[src/rtl/wireframe_scanout_pkg.sv]
// Shared definitions for the wireframe buffer: frame geometry, buffer
// address width and the pixel record carried from buffer to stream.
package wireframe_scanout_pkg;

    localparam int WIDTH               = 640;
    localparam int HEIGHT              = 480;
    localparam int WIREFRAME_ADDR_SIZE = 19;

    typedef struct packed {
        logic data;
        logic sof;
        logic eol;
    } WfPixel;

endpackage

[src/rtl/wireframe_scanout_fifo.sv]
// Two-entry FIFO of WfPixel records between the buffer read return and the
// output stream. Its head drives the pixel beat directly.
module wireframe_scanout_fifo
    import wireframe_scanout_pkg::*;
(
    input  logic       clk,
    input  logic       n_rst,
    input  logic       push,
    input  logic       pop,
    input  WfPixel     din,
    output WfPixel     dout,
    output logic [1:0] count
);

    WfPixel mem [2];
    logic   wr_ptr;
    logic   rd_ptr;
    logic   do_push;
    logic   do_pop;

    assign do_pop  = pop && (count != 2'd0);
    assign do_push = push && ((count != 2'd2) || do_pop);

    // An empty FIFO presents an all-zero head so the stream fields idle low.
    assign dout = (count != 2'd0) ? mem[rd_ptr] : '0;

    // Storage needs no reset; only pointers and count define what is valid.
    always_ff @(posedge clk) begin
        if (do_push) begin
            mem[wr_ptr] <= din;
        end
    end

    // Pointer and occupancy bookkeeping.
    always_ff @(posedge clk) begin
        if (!n_rst) begin
            wr_ptr <= 1'b0;
            rd_ptr <= 1'b0;
            count  <= 2'd0;
        end else begin
            if (do_push) begin
                wr_ptr <= ~wr_ptr;
            end
            if (do_pop) begin
                rd_ptr <= ~rd_ptr;
            end
            count <= count + 2'(do_push) - 2'(do_pop);
        end
    end

endmodule

[src/rtl/wireframe_scanout.sv]
// Reader side of the wireframe buffer: scans the whole frame in row-major
// order, streams one pixel per accepted beat and optionally clears each
// location after it has been read.
module wireframe_scanout
    import wireframe_scanout_pkg::*;
#(
    parameter int H_PIX         = WIDTH,
    parameter int V_PIX         = HEIGHT,
    parameter int ADDR_W        = WIREFRAME_ADDR_SIZE,
    parameter bit CLEAR_ON_READ = 1'b1
) (
    input  logic              clk,
    input  logic              n_rst,
    input  logic              start,
    output logic              rd_en,
    output logic [ADDR_W-1:0] rd_addr,
    input  logic              rd_data,
    output logic              clr_en,
    output logic [ADDR_W-1:0] clr_addr,
    output logic              pix_valid,
    input  logic              pix_ready,
    output logic              pix_data,
    output logic              pix_sof,
    output logic              pix_eol,
    output logic              busy,
    output logic              done
);

    typedef enum logic [1:0] {IDLE, SCAN, DRAIN, DONE} ScanState;

    localparam int                XW        = (H_PIX > 1) ? $clog2(H_PIX) : 1;
    localparam int                YW        = (V_PIX > 1) ? $clog2(V_PIX) : 1;
    localparam logic [XW-1:0]     LAST_X    = XW'(H_PIX - 1);
    localparam logic [ADDR_W-1:0] LAST_ADDR = ADDR_W'(H_PIX * V_PIX - 1);

    ScanState          state;
    logic [ADDR_W-1:0] addr;
    logic [XW-1:0]     x;
    logic [YW-1:0]     y;
    logic              inflight;
    logic [ADDR_W-1:0] inf_addr;
    logic              inf_sof;
    logic              inf_eol;
    logic              issue;
    logic              pop;
    logic [1:0]        occ;
    logic [1:0]        fifo_count;
    WfPixel            fifo_din;
    WfPixel            fifo_head;

    // The beat leaving this cycle frees its slot, so counting it keeps the
    // scan at one pixel per cycle while still never exceeding two entries.
    assign pop   = pix_valid && pix_ready;
    assign occ   = fifo_count - 2'(pop) + 2'(inflight);
    assign issue = (state == SCAN) && (occ < 2'd2);

    assign rd_en    = issue;
    assign rd_addr  = issue ? addr : '0;
    assign clr_en   = CLEAR_ON_READ && inflight;
    assign clr_addr = clr_en ? inf_addr : '0;

    assign fifo_din = '{data: rd_data, sof: inf_sof, eol: inf_eol};

    assign pix_valid = (fifo_count != 2'd0);
    assign pix_data  = fifo_head.data;
    assign pix_sof   = fifo_head.sof;
    assign pix_eol   = fifo_head.eol;

    assign busy = (state != IDLE);
    assign done = (state == DONE);

    wireframe_scanout_fifo u_fifo (
        .clk   (clk),
        .n_rst (n_rst),
        .push  (inflight),
        .pop   (pop),
        .din   (fifo_din),
        .dout  (fifo_head),
        .count (fifo_count)
    );

    // Scan FSM with the address/x/y walk and the one-deep in-flight record
    // that pairs each returning read with its address and row flags.
    always_ff @(posedge clk) begin
        if (!n_rst) begin
            state    <= IDLE;
            addr     <= '0;
            x        <= '0;
            y        <= '0;
            inflight <= 1'b0;
            inf_addr <= '0;
            inf_sof  <= 1'b0;
            inf_eol  <= 1'b0;
        end else begin
            inflight <= issue;
            if (issue) begin
                inf_addr <= addr;
                inf_sof  <= (x == '0) && (y == '0);
                inf_eol  <= (x == LAST_X);
            end
            case (state)
                IDLE: begin
                    if (start) begin
                        state <= SCAN;
                        addr  <= '0;
                        x     <= '0;
                        y     <= '0;
                    end
                end
                SCAN: begin
                    if (issue) begin
                        if (addr == LAST_ADDR) begin
                            state <= DRAIN;
                        end else begin
                            addr <= addr + ADDR_W'(1);
                            if (x == LAST_X) begin
                                x <= '0;
                                y <= y + YW'(1);
                            end else begin
                                x <= x + XW'(1);
                            end
                        end
                    end
                end
                DRAIN: begin
                    if (!inflight && ((fifo_count == 2'd0) ||
                                      ((fifo_count == 2'd1) && pop))) begin
                        state <= DONE;
                    end
                end
                DONE: begin
                    state <= IDLE;
                end
                default: begin
                    state <= IDLE;
                end
            endcase
        end
    end

endmodule

[config.mk]
export PLATFORM = sky130hd
export DESIGN_NAME = wireframe_scanout
export DESIGN_NICKNAME = d
export VERILOG_FILES = /design/src/rtl/wireframe_scanout_pkg.sv /design/src/rtl/wireframe_scanout_fifo.sv /design/src/rtl/wireframe_scanout.sv
export SDC_FILE = /design/constraint.sdc
export NUM_CORES = 1
export LEC_CHECK = 0
export ABC_AREA = 1
export CELL_PAD_IN_SITES_DETAIL_PLACEMENT = 0
export CELL_PAD_IN_SITES_GLOBAL_PLACEMENT = 1
export CORE_UTILIZATION = 40
export DETAILED_ROUTE_END_ITERATION = 7
export GPL_ROUTABILITY_DRIVEN = 0
export PLACE_DENSITY = 0.87
export SETUP_SLACK_MARGIN = 0.02
export SYNTH_ARGS = -nofsm -noshare
export SYNTH_HDL_FRONTEND = slang
export SYNTH_SLANG_ARGS = --single-unit
[constraint.sdc]
create_clock -name clk -period 2.4 [get_ports clk]
set_clock_uncertainty 0.1 [all_clocks]
set_input_delay 0.48 -clock clk [delete_from_list [all_inputs] [get_ports clk]]
set_output_delay 0.48 -clock clk [all_outputs]
set_load 0.02 [all_outputs]
; Yosys cells after proc, flatten, opt, wreduce, memory -nomap -nowiden
; Memories as Yosys holds them, arrays and structs flattened. A register that Yosys moved wholly into a read port is not among the register bits.
; Cells that the tools add are included.
[word_totals]
ff_bits = 66
mem_bits_rw = 6
in_bits = 5
memories = 1
[op_classes]
n_addsub = 7
magnitude_cmp = 1
eq_ne = 13
n_mux = 26
bitwise_logic = 2
n_reduce_logical = 20
[mem_list]
columns = memory, words, width, rd, rd_ports_with_merged_regs, write_ports, line
row1 = u_fifo.mem, 2, 3, 1, 1, 1, wireframe_scanout_fifo.sv:15  ; WfPixel mem [2];
[ops]
columns = op, count
row1 = two-way mux 19 bit, 5
row2 = two-way mux 10 bit, 4
row3 = case mux 19 bit (2 select lines), 1
row4 = two-way mux 9 bit, 4
row5 = case mux 10 bit (2 select lines), 1
row6 = "adder 19 x 1 -> 19 bit, second input constant", 1
row7 = "equality test 19 bit, second input constant", 1
row8 = case mux 9 bit (2 select lines), 1
row9 = "adder 10 x 1 -> 10 bit, second input constant", 1
row10 = "equality test 10 bit, second input constant", 1
row11 = logical NOT 10 bit, 1
row12 = "!= test 2 bit, second input constant", 5
row13 = "adder 9 x 1 -> 9 bit, second input constant", 1
row14 = logical NOT 9 bit, 1
row15 = two-way mux 2 bit, 4
row16 = case mux 2 bit (4 select lines), 1
row17 = AND reduction 4 bit, 2
row18 = logical AND 1 bit, 7
row19 = nonzero test 2 bit, 3
row20 = AND reduction 5 bit, 1
row21 = adder 2 x 1 -> 2 bit, 2
row22 = "equality test 2 x 1 -> 1 bit, second input constant", 2
row23 = "equality test 2 bit, second input constant", 2
row24 = logical NOT 2 bit, 2
row25 = other kinds (8), 15

; Logic depth before layout (Yosys ltp)
[logic_depth]
ltp_word = 8
depth_mapped = 14

; Cells and area by module
; From an unflattened synthesis, not the netlist that was laid out.
[unflattened]
hier_cells = 667
hier_area_um2 = 4321.6
[modules_own_cells]
columns = mod, instances, cells_each, area_per_inst_um2
row1 = wireframe_scanout, 1, 618, 3863.7
row2 = wireframe_scanout_fifo, 1, 49, 457.9

; Worst setup path before layout
; OpenSTA, ideal clock, no wires.
[synth_path]
path_type = in2out
startpoint = in pix_ready
endpoint = out rd_addr[10]
arrival_time_ns = 1.889
required_time_ns = 1.820
setup_slack_ns = -0.069
path_stages = 13
path_buffers = 1
path_cell_list = inv_1 > nor2_1 > ha_1 > inv_1 > nand2_1 > nand2_1 > nand2_1 > inv_1 > nand2_1 > inv_1 > buf_2 > nand2_1 > inv_1
[synth_via]
elab_chain_cells = 6
[synth_lines]
columns = element, line
row1 = "start, declared", wireframe_scanout.sv:21  ; input logic pix_ready,
row2 = logical AND 1 bit, wireframe_scanout.sv:53  ; assign pop = pix_valid && pix_ready;
row3 = subtractor 2 x 1 -> 2 bit, wireframe_scanout.sv:54  ; assign occ = fifo_count - 2'(pop) + 2'(inflight);
row4 = adder 2 x 1 -> 2 bit, wireframe_scanout.sv:54
row5 = less-than comparator 2 bit, wireframe_scanout.sv:55  ; assign issue = (state == SCAN) && (occ < 2'd2);
row6 = logical AND 1 bit, wireframe_scanout.sv:55
row7 = named net rd_en, wireframe_scanout.sv:15  ; output logic rd_en,
row8 = two-way mux 19 bit, wireframe_scanout.sv:58  ; assign rd_addr = issue ? addr : '0;
row9 = "end, declared", wireframe_scanout.sv:16  ; output logic [ADDR_W-1:0] rd_addr,
; The timed path passes the listed nets, and every way through them passes these cells.

; Worst setup path after layout
[layout_path]
startpoint = reg u_fifo.count[0]
endpoint = out rd_addr[14]
[layout_via]
elab_chain_cells = 7
[layout_lines]
columns = element, line
row1 = "start, declared", wireframe_scanout_fifo.sv:12  ; output logic [1:0] count
row2 = "start signal, assigned", wireframe_scanout_fifo.sv:47  ; count <= count + 2'(do_push) - 2'(do_pop);
row3 = nonzero test 2 bit, wireframe_scanout.sv:64  ; assign pix_valid = (fifo_count != 2'd0);
row4 = logical AND 1 bit, wireframe_scanout.sv:53
row5 = subtractor 2 x 1 -> 2 bit *, wireframe_scanout.sv:54
row6 = adder 2 x 1 -> 2 bit *, wireframe_scanout.sv:54
row7 = less-than comparator 2 bit *, wireframe_scanout.sv:55
row8 = logical AND 1 bit *, wireframe_scanout.sv:55
row9 = two-way mux 19 bit *, wireframe_scanout.sv:58
; Mark *: on every way between the ends. The rest lies on a longest branch, timed or not.

==> flow_summary_export.csv <==
group,metric,value,unit
status,status,"finished, violations left",
status,violations,"negative setup slack",
final_layout,syn2layout_area_growth,31.49,%
worst_hold_path,hp-class,"reg -> reg",
pwr,intPower,0.002694,W
logic_synthesis,synthesis.nets,681,
floorplanning,dieArea,11280,µm²
route,wire_per_inst,12.68,µm
logic_synthesis,syn_area,4343,µm²
logic_synthesis,synthDistinctLibCells,34,
flow_run,cap_violations,0,
logic_synthesis,synth-simple-area-share,0.3814,
pwr,power.switching,0.002151,W
final_layout,drive_gt1_frac,0.2417,
logic_synthesis,ys_async_sr_fraction,0,
critical_path,worst_path_largest_cell_delay,0.36,ns
clocking,clk_latency,0.36,ns
final_layout,design_area,5710,µm²
placement,dp_cells,858,
route,ant_nets,0,
pwr,clkPwrFrac,0.186,
logic_synthesis,synth_area_leader_cell,"dfxtp_1",
placement,hpwl,8028,µm
pwr,p_seq_frac,0.298,
logic_synthesis,synthFlopType,"dfxtp_1",
pwr,netSwitchingFraction,0.4439,
critical_path,crit_top_cell,"nand2_2",
route,via_count,4311,
logic_synthesis,synth-edff-count,6,
clocking,numCtsBuffers,9,
global_route,antenna_found_initial,0,
timing,rsz0062_at_grt,"true",
route,drtPass1Iterations,5,
route,drc,0,
route,drt-initial-drc-count,236,
logic_synthesis,synth_cells,664,
clocking,cts_buffer_depth,2,
critical_path,worst_ep_required_time,1.82,ns
logic_synthesis,synthMuxAreaShare,0,
placement,place_ws,-0.9866,ns
clocking,clk_pin_slew,0.08,ns
logic_synthesis,yosys-top-cells-area,"dfxtp_1 31%, nand2_1 17%, inv_1 8.8%",
clocking,cts_tree,"built",
floorplanning,row_count,37,
timing,hold_viol_final,0,
timing,setup_viol,20,
logic_synthesis,yosysTopAreaCellShare,0.3088,
global_route,grt_max_degree,31,
critical_path,crit_slowest_cell,"dfxtp_4",
critical_path,rrSetupSlack,0.16,ns
floorplanning,die_width,106.2,µm
logic_synthesis,synth-xor-area-share,0.01412,
logic_synthesis,yosysSeqAreaShare,0.3503,
pwr,power.density,848.3,nW/µm²
critical_path,worst_setup_path_end_kind,"output pin",
floorplanning,pin_count,51,
logic_synthesis,synth_compound_area_frac,0.09450,
timing,slew_headroom,0.6985,
timing,min_period_over_period,1.074,
pwr,p_comb_frac,0.516,
floorplanning,core,10420,µm²
critical_path,critPathLaunchType,"flop",
logic_synthesis,syn_avg_cell_area,6.541,µm²
clocking,h-tree-depth,3,
final_layout,final_net_count,769,
pwr,ir_drop,0.5130,mV
timing,worst_pin_slew,0.4488,ns
floorplanning,initial_utilization,0.4169,
logic_synthesis,ys_warn_count,0,
global_route,grt_overflow,0,
critical_path,path_cells,"nor2_4, nor2_4, ha_4, buf_6, nand2_2, nand2_2, nand2_1, nand2_1, inv_1, nand2_2, clkinv_4, buf_8, nand2_2, inv_2, buf_6",
pwr,cellLeakagePower,2.670,nW
clocking,clock-sinks,73,
final_layout,finalCoreUtilization,0.5482,
critical_path,critical_path_class,"reg -> out",
global_route,grt_pass1_vias,4019,
global_route,grt_pass1_wl,18980,µm
logic_synthesis,synth_fa_ha_area_frac,0.03457,
timing,period_needed,2.579,ns
floorplanning,die_height,106.2,µm
timing,max_freq,387.8,MHz
timing,hold_slack,0.3590,ns
placement,placed_area,5131,µm²
logic_synthesis,synth_top_family_by_area,"simple AND/OR/NAND/NOR gates",
final_layout,instances_no_fill,893,
timing,setup_slack,-0.1787,ns
global_route,track_usage,0.2086,
final_layout,diodes,0,
timing,slew_viol_final,0,
placement,port_buffers,50,
logic_synthesis,synthMostInstantiatedCell,"nand2_1",
logic_synthesis,synth_commonest_cells,"201 x nand2_1, 102 x inv_1, 67 x dfxtp_1, 64 x nor2_1, 50 x nand3_1",
route,wl,11330,µm
logic_synthesis,synth-seq-cells,73,
route,vias_per_cell,4.828,
clocking,cts-root-buf,"clkbuf_8",
critical_path,cp.arrival,2.00,ns
critical_path,crit_fanout,5,
==> cell type report <==
cell class | count | area (µm²)
Multi-Input combinational cell | 459 | 2455
Timing Repair Buffer | 101 | 958.4
Inverter | 108 | 419.2
Clock buffer | 11 | 151.4
Sequential cell | 73 | 1526
Tap cell | 136 | 170.2
Clock inverter | 5 | 30.03
Fill cell | 1021 | 4706
==> cells by family (layout without fill, tap and decap cells) <==
logic type,count (synthesis),after routing
xor gates and xnor gates,7,7
and+or+nand+nor,366,366
adders and majority gates,12,12
AOI/OAI and AO/OA,74,74
DFF,73,73
buffers and inverters,132,225
==> worst paths after layout <==
kind                                                  from                         end  cells past startpoint
worst min-delay path            u_fifo.rd_ptr$_SDFFE_PN0P_  u_fifo.rd_ptr$_SDFFE_PN0P_                      1
worst min register to register  u_fifo.rd_ptr$_SDFFE_PN0P_  u_fifo.rd_ptr$_SDFFE_PN0P_                      1
worst max register to register  u_fifo.count[0]$_SDFF_PN0_       state[1]$_SDFFE_PN0P_                     17
worst max-delay path            u_fifo.count[0]$_SDFF_PN0_                 rd_addr[14]                     15
==> cells in the final DEF (no fill, tap or decap), types with 2 or more instances in the layout <==
master and instances:
nand2_1 177, inv_1 78, dfxtp_1 65, nor2_1 62, nand3_1 50, a21oi_1 46, buf_4 45, clkdlybuf4s50_1 28
inv_2 26, buf_6 22, nand2_4 19, o21ai_0 16, nand3_2 13, ha_1 11, clkbuf_8 11, a21oi_2 10
nand2_2 9, nor3_1 9, nand4_1 9, edfxtp_1 6, nor2_2 5, xor2_1 5, nor2_4 3, clkinvlp_4 3
nor3b_1 3, clkinv_2 3, buf_12 3, inv_4 2, xnor2_1 2, nor4_1 2, dlygate4sd2_1 2
==> power by group through the flow <==
| stage | registers, W | logic, W | clock network (W) |
|---|---|---|---|
| floorplan | 0.00144 | 0.00146 | 0 |
| global placement | 0.00145 | 0.00205 | 0 |
| detailed placement | 0.00145 | 0.00207 | 0 |
| CTS | 0.00143 | 0.00228 | 0.000924 |
| global route | 0.00146 | 0.00271 | 0.000980 |
| finish | 0.00144 | 0.00250 | 0.000900 |
==> registers in the layout, summed over array words and instances (netlist names), named ones only <==
| register | count |
|---|---|
| inf_sof | 1 |
| clr_en | 1 |
| x | 10 |
| u_fifo.count | 2 |
| inf_addr | 19 |
| state | 2 |
| u_fifo.rd_ptr | 1 |
| addr | 19 |
| u_fifo.mem | 6 |
| y | 9 |
| u_fifo.wr_ptr | 1 |
| inf_eol | 1 |
==> worst max-delay path: cells and delay by family, from the launching register on <==
family	cells	cell delay, ns
flops	1	0.36
buf+inv	6	0.56
simple gates	8	0.54
fa+ha+maj	1	0.16
==> through the flow <==
step / power, W / TNS (ns)
after floorplan: 0.002896 / -0.001109
after global placement: 0.003490 / -30.64
after detailed placement: 0.003520 / -34.66
after CTS: 0.004640 / -4.120
after global routing: 0.005152 / -6.300
final: 0.004844 / -3.229
==> repair_timing <==
action | 4_1_cts | 5_1_grt
setup endpoints to repair | 36 | 43
resized for setup | 166 | 28
pin swaps | 3 | 7
gates cloned | 2 | 0
hold buffers | 0 | 0
setup buffers | 8 | 9
==> layer usage <==
layer  wire (µm)  vias up  track usage
li1            -     2243            -
met1        5320     1973       0.2699
met2        5449       82       0.3516
met3         415       13      0.03311
met4         140        0      0.07044
met5           0        -            0
Note: power is estimated with default switching activity, not from simulation.
==> RTL edit (config.mk and constraints unchanged) <==
Set the package constant `HEIGHT` to 120 (it was 480).
--- a/src/rtl/wireframe_scanout_pkg.sv
+++ b/src/rtl/wireframe_scanout_pkg.sv
@@ -3,7 +3,7 @@
 package wireframe_scanout_pkg;
 
     localparam int WIDTH               = 640;
-    localparam int HEIGHT              = 480;
+    localparam int HEIGHT              = 120;
     localparam int WIREFRAME_ADDR_SIZE = 19;
 
     typedef struct packed {
Formal check against the unedited RTL: no difference found for any inputs over 10 cycles, from zero or initial values and one cycle with n_rst low; that may be too few to reach the edited logic, so the function may still have changed.
==> RTL edit against the unedited design <==
The flow still finishes with violations (setup timing). Setup slack got worse by 0.075 ns. Cell count decreased by 4.8%. Critical path depth shrank 2. Sequential cell count fell by 2. Via count decreased by 6.3%. Non-clock buffer count is 4 lower. Routed wire length is 7.8% lower. Cell area fell by 0.61%. Power rose by 16%. First-iteration DRC count shrank 45%. Area after synthesis down 3.6%. Critical endpoint is now rd_addr[0]. Largest power group unchanged. Highest routed layer unchanged.
==> RTL edit: results (changes against the unedited design) <==
[yosys]
yosysSeqAreaShare_pct = 35.4  ; was 35.0%
synthDistinctLibCells = 31  ; was 34
synth_commonest_cells = nand2_1 (145), inv_1 (110), nor2_1 (91), dfxtp_1 (65), a21oi_1 (33)  ; was nand2_1 (201), inv_1 (102), dfxtp_1 (67), nor2_1 (64), nand3_1 (50)
synth_area_leaders = dfxtp_1 (31%), nand2_1 (13%), inv_1 (9.9%)  ; was dfxtp_1 (31%), nand2_1 (17%), inv_1 (8.8%)
syn_nets = 641  ; was 681

[worst_setup_path]
path_max_fanout = 6  ; was 5
slowest_stage = dfxtp_2  ; was dfxtp_4
worst-r2r-setup-slack_ns = 0.21  ; was 0.16 ns
worstRegToRegCells = 15  ; was 17
crit_arrival_ns = 2.07  ; was 2.00 ns
max_stage_delay_ns = 0.34  ; was 0.36 ns
crit_start = u_fifo.count[0]  ; unchanged
r2r-end = addr[2]  ; was state[1]

[placed_design]
hpwl_um = 7510  ; was 8030 um
pre_cts_ws_ns = -0.989  ; was -0.987 ns

[sta]
setup_slack_ns = -0.253  ; was -0.179 ns
worst_pin_slew_ns = 0.324  ; was 0.449 ns
final-setup-viol-count = 19  ; was 20
tns_ns = -3.46  ; was -3.23 ns

[layout]
n_fill_cell = 950  ; was 1021
layout-drive-gt1-share_pct = 23.4  ; was 24.2%
final_nets = 729  ; was 769

[grt]
grt_max_degree = 46  ; was 31
grt_pass1_wl_um = 18000  ; was 19000 um
grt_use_total_pct = 20.3  ; was 20.9%
grt_pass1_vias = 3882  ; was 4019

[route]
viasPerCell = 4.75  ; was 4.83
post_drt_wl_per_cell_um = 12.3  ; was 12.7 um
drtPass1Iterations = 4  ; was 5
drt_iter0_drc = 130  ; was 236

[clock_tree]
insertion_delay_ns = 0.34  ; was 0.36 ns

[run_status]
status = complete, but fails checks  ; unchanged
failed_checks = setup timing  ; unchanged

[power]
p_leak_uw = 0.00232  ; was 0.00267 uW
ir_drop_mv = 0.616  ; was 0.513 mV

[hold_path]
hold_class = flop to flop  ; unchanged

## RTL edit: cell count changes after synthesis, sizes merged, moves of 2 or more
cell   delta
nand2    -37
buf       -3
nand3    -36
inv       +6
xor2      +4
nor4      +2
dfxtp     -2
o21ai     +3
nor2     +23
## RTL edit: area by class of cell
| type | count | area (um^2) | share of cell area, % |
|---|---|---|---|
| clock buffers | 9 | 124 | 2.18 |
| clock inverters | 7 | 121 | 2.14 |
| inverters | 114 | 433 | 7.63 |
| multi-input cells | 419 | 2340 | 41.2 |
| flip-flops and latches | 71 | 1480 | 26.1 |
| well taps | 133 | 166 | 2.93 |
| repair buffers | 97 | 1010 | 17.8 |
## RTL edit: how the worst max path moves through the flow
stage / end / depth (start not counted)
floorplan: rd_addr[0] / 11
global placement: rd_addr[10] / 13
detailed placement: rd_addr[16] / 13
CTS: rd_addr[0] / 13
global route: rd_addr[10] / 13
finish: rd_addr[0] / 13
## RTL edit: what timing repair did
| item | CTS | global route |
|---|---|---|
| setup endpoints to repair | 49 | 29 |
| cloned | 1 | 0 |
| endpoints found under the hold margin | 0 | 0 |
| pin swaps | 6 | 4 |
| gates resized for setup | 134 | 5 |
| buffers inserted | 8 | 2 |
## RTL edit: worst max-delay path, delay by kind of cell, from the launching register on
family,cells,cell delay [ns]
adder cells (fa/ha/maj),1,0.22
buffers and inverters,5,0.51
flip-flops,1,0.34
AND/OR/NAND/NOR,7,0.63
## RTL edit: cells by family after synthesis
kind of cell / share of synthesized area, %
AND/OR/NAND/NOR: 34.5
adder cells (fa/ha/maj): 3.59
XOR/XNOR: 2.09
flip-flops: 35.4
AO/OA/AOI/OAI: 11.1
buffers and inverters: 13.3
## RTL edit: stage by stage
step / hold slack, ns / cells / total power (uW) / area [um^2]
after floorplan: 0.320 / 624 / 3270 / 4370
after global placement: 0.336 / 823 / 4070 / 5220
after detailed placement: 0.344 / 823 / 4140 / 5220
after CTS: 0.353 / 848 / 5570 / 5630
after global routing: 0.380 / 850 / 5990 / 5680
final: 0.362 / 850 / 5610 / 5680
## RTL edit: metal layers
metal,global-route usage (%),routed length [um],up-vias
li1,-,-,2095
met1,26.4,4970,1859
met2,34.5,4990,69
met3,2.69,285,15
met4,6.73,193,0
met5,0,0,-
## RTL edit: where the power goes
part	switching, uW	leakage (uW)	internal (uW)	total [uW]
Sequential	125	0.000583	1340	1470
Clock	486	0.000123	694	1180
Combinational	1690	0.00161	1280	2970
Total	2300	0.00232	3320	5610
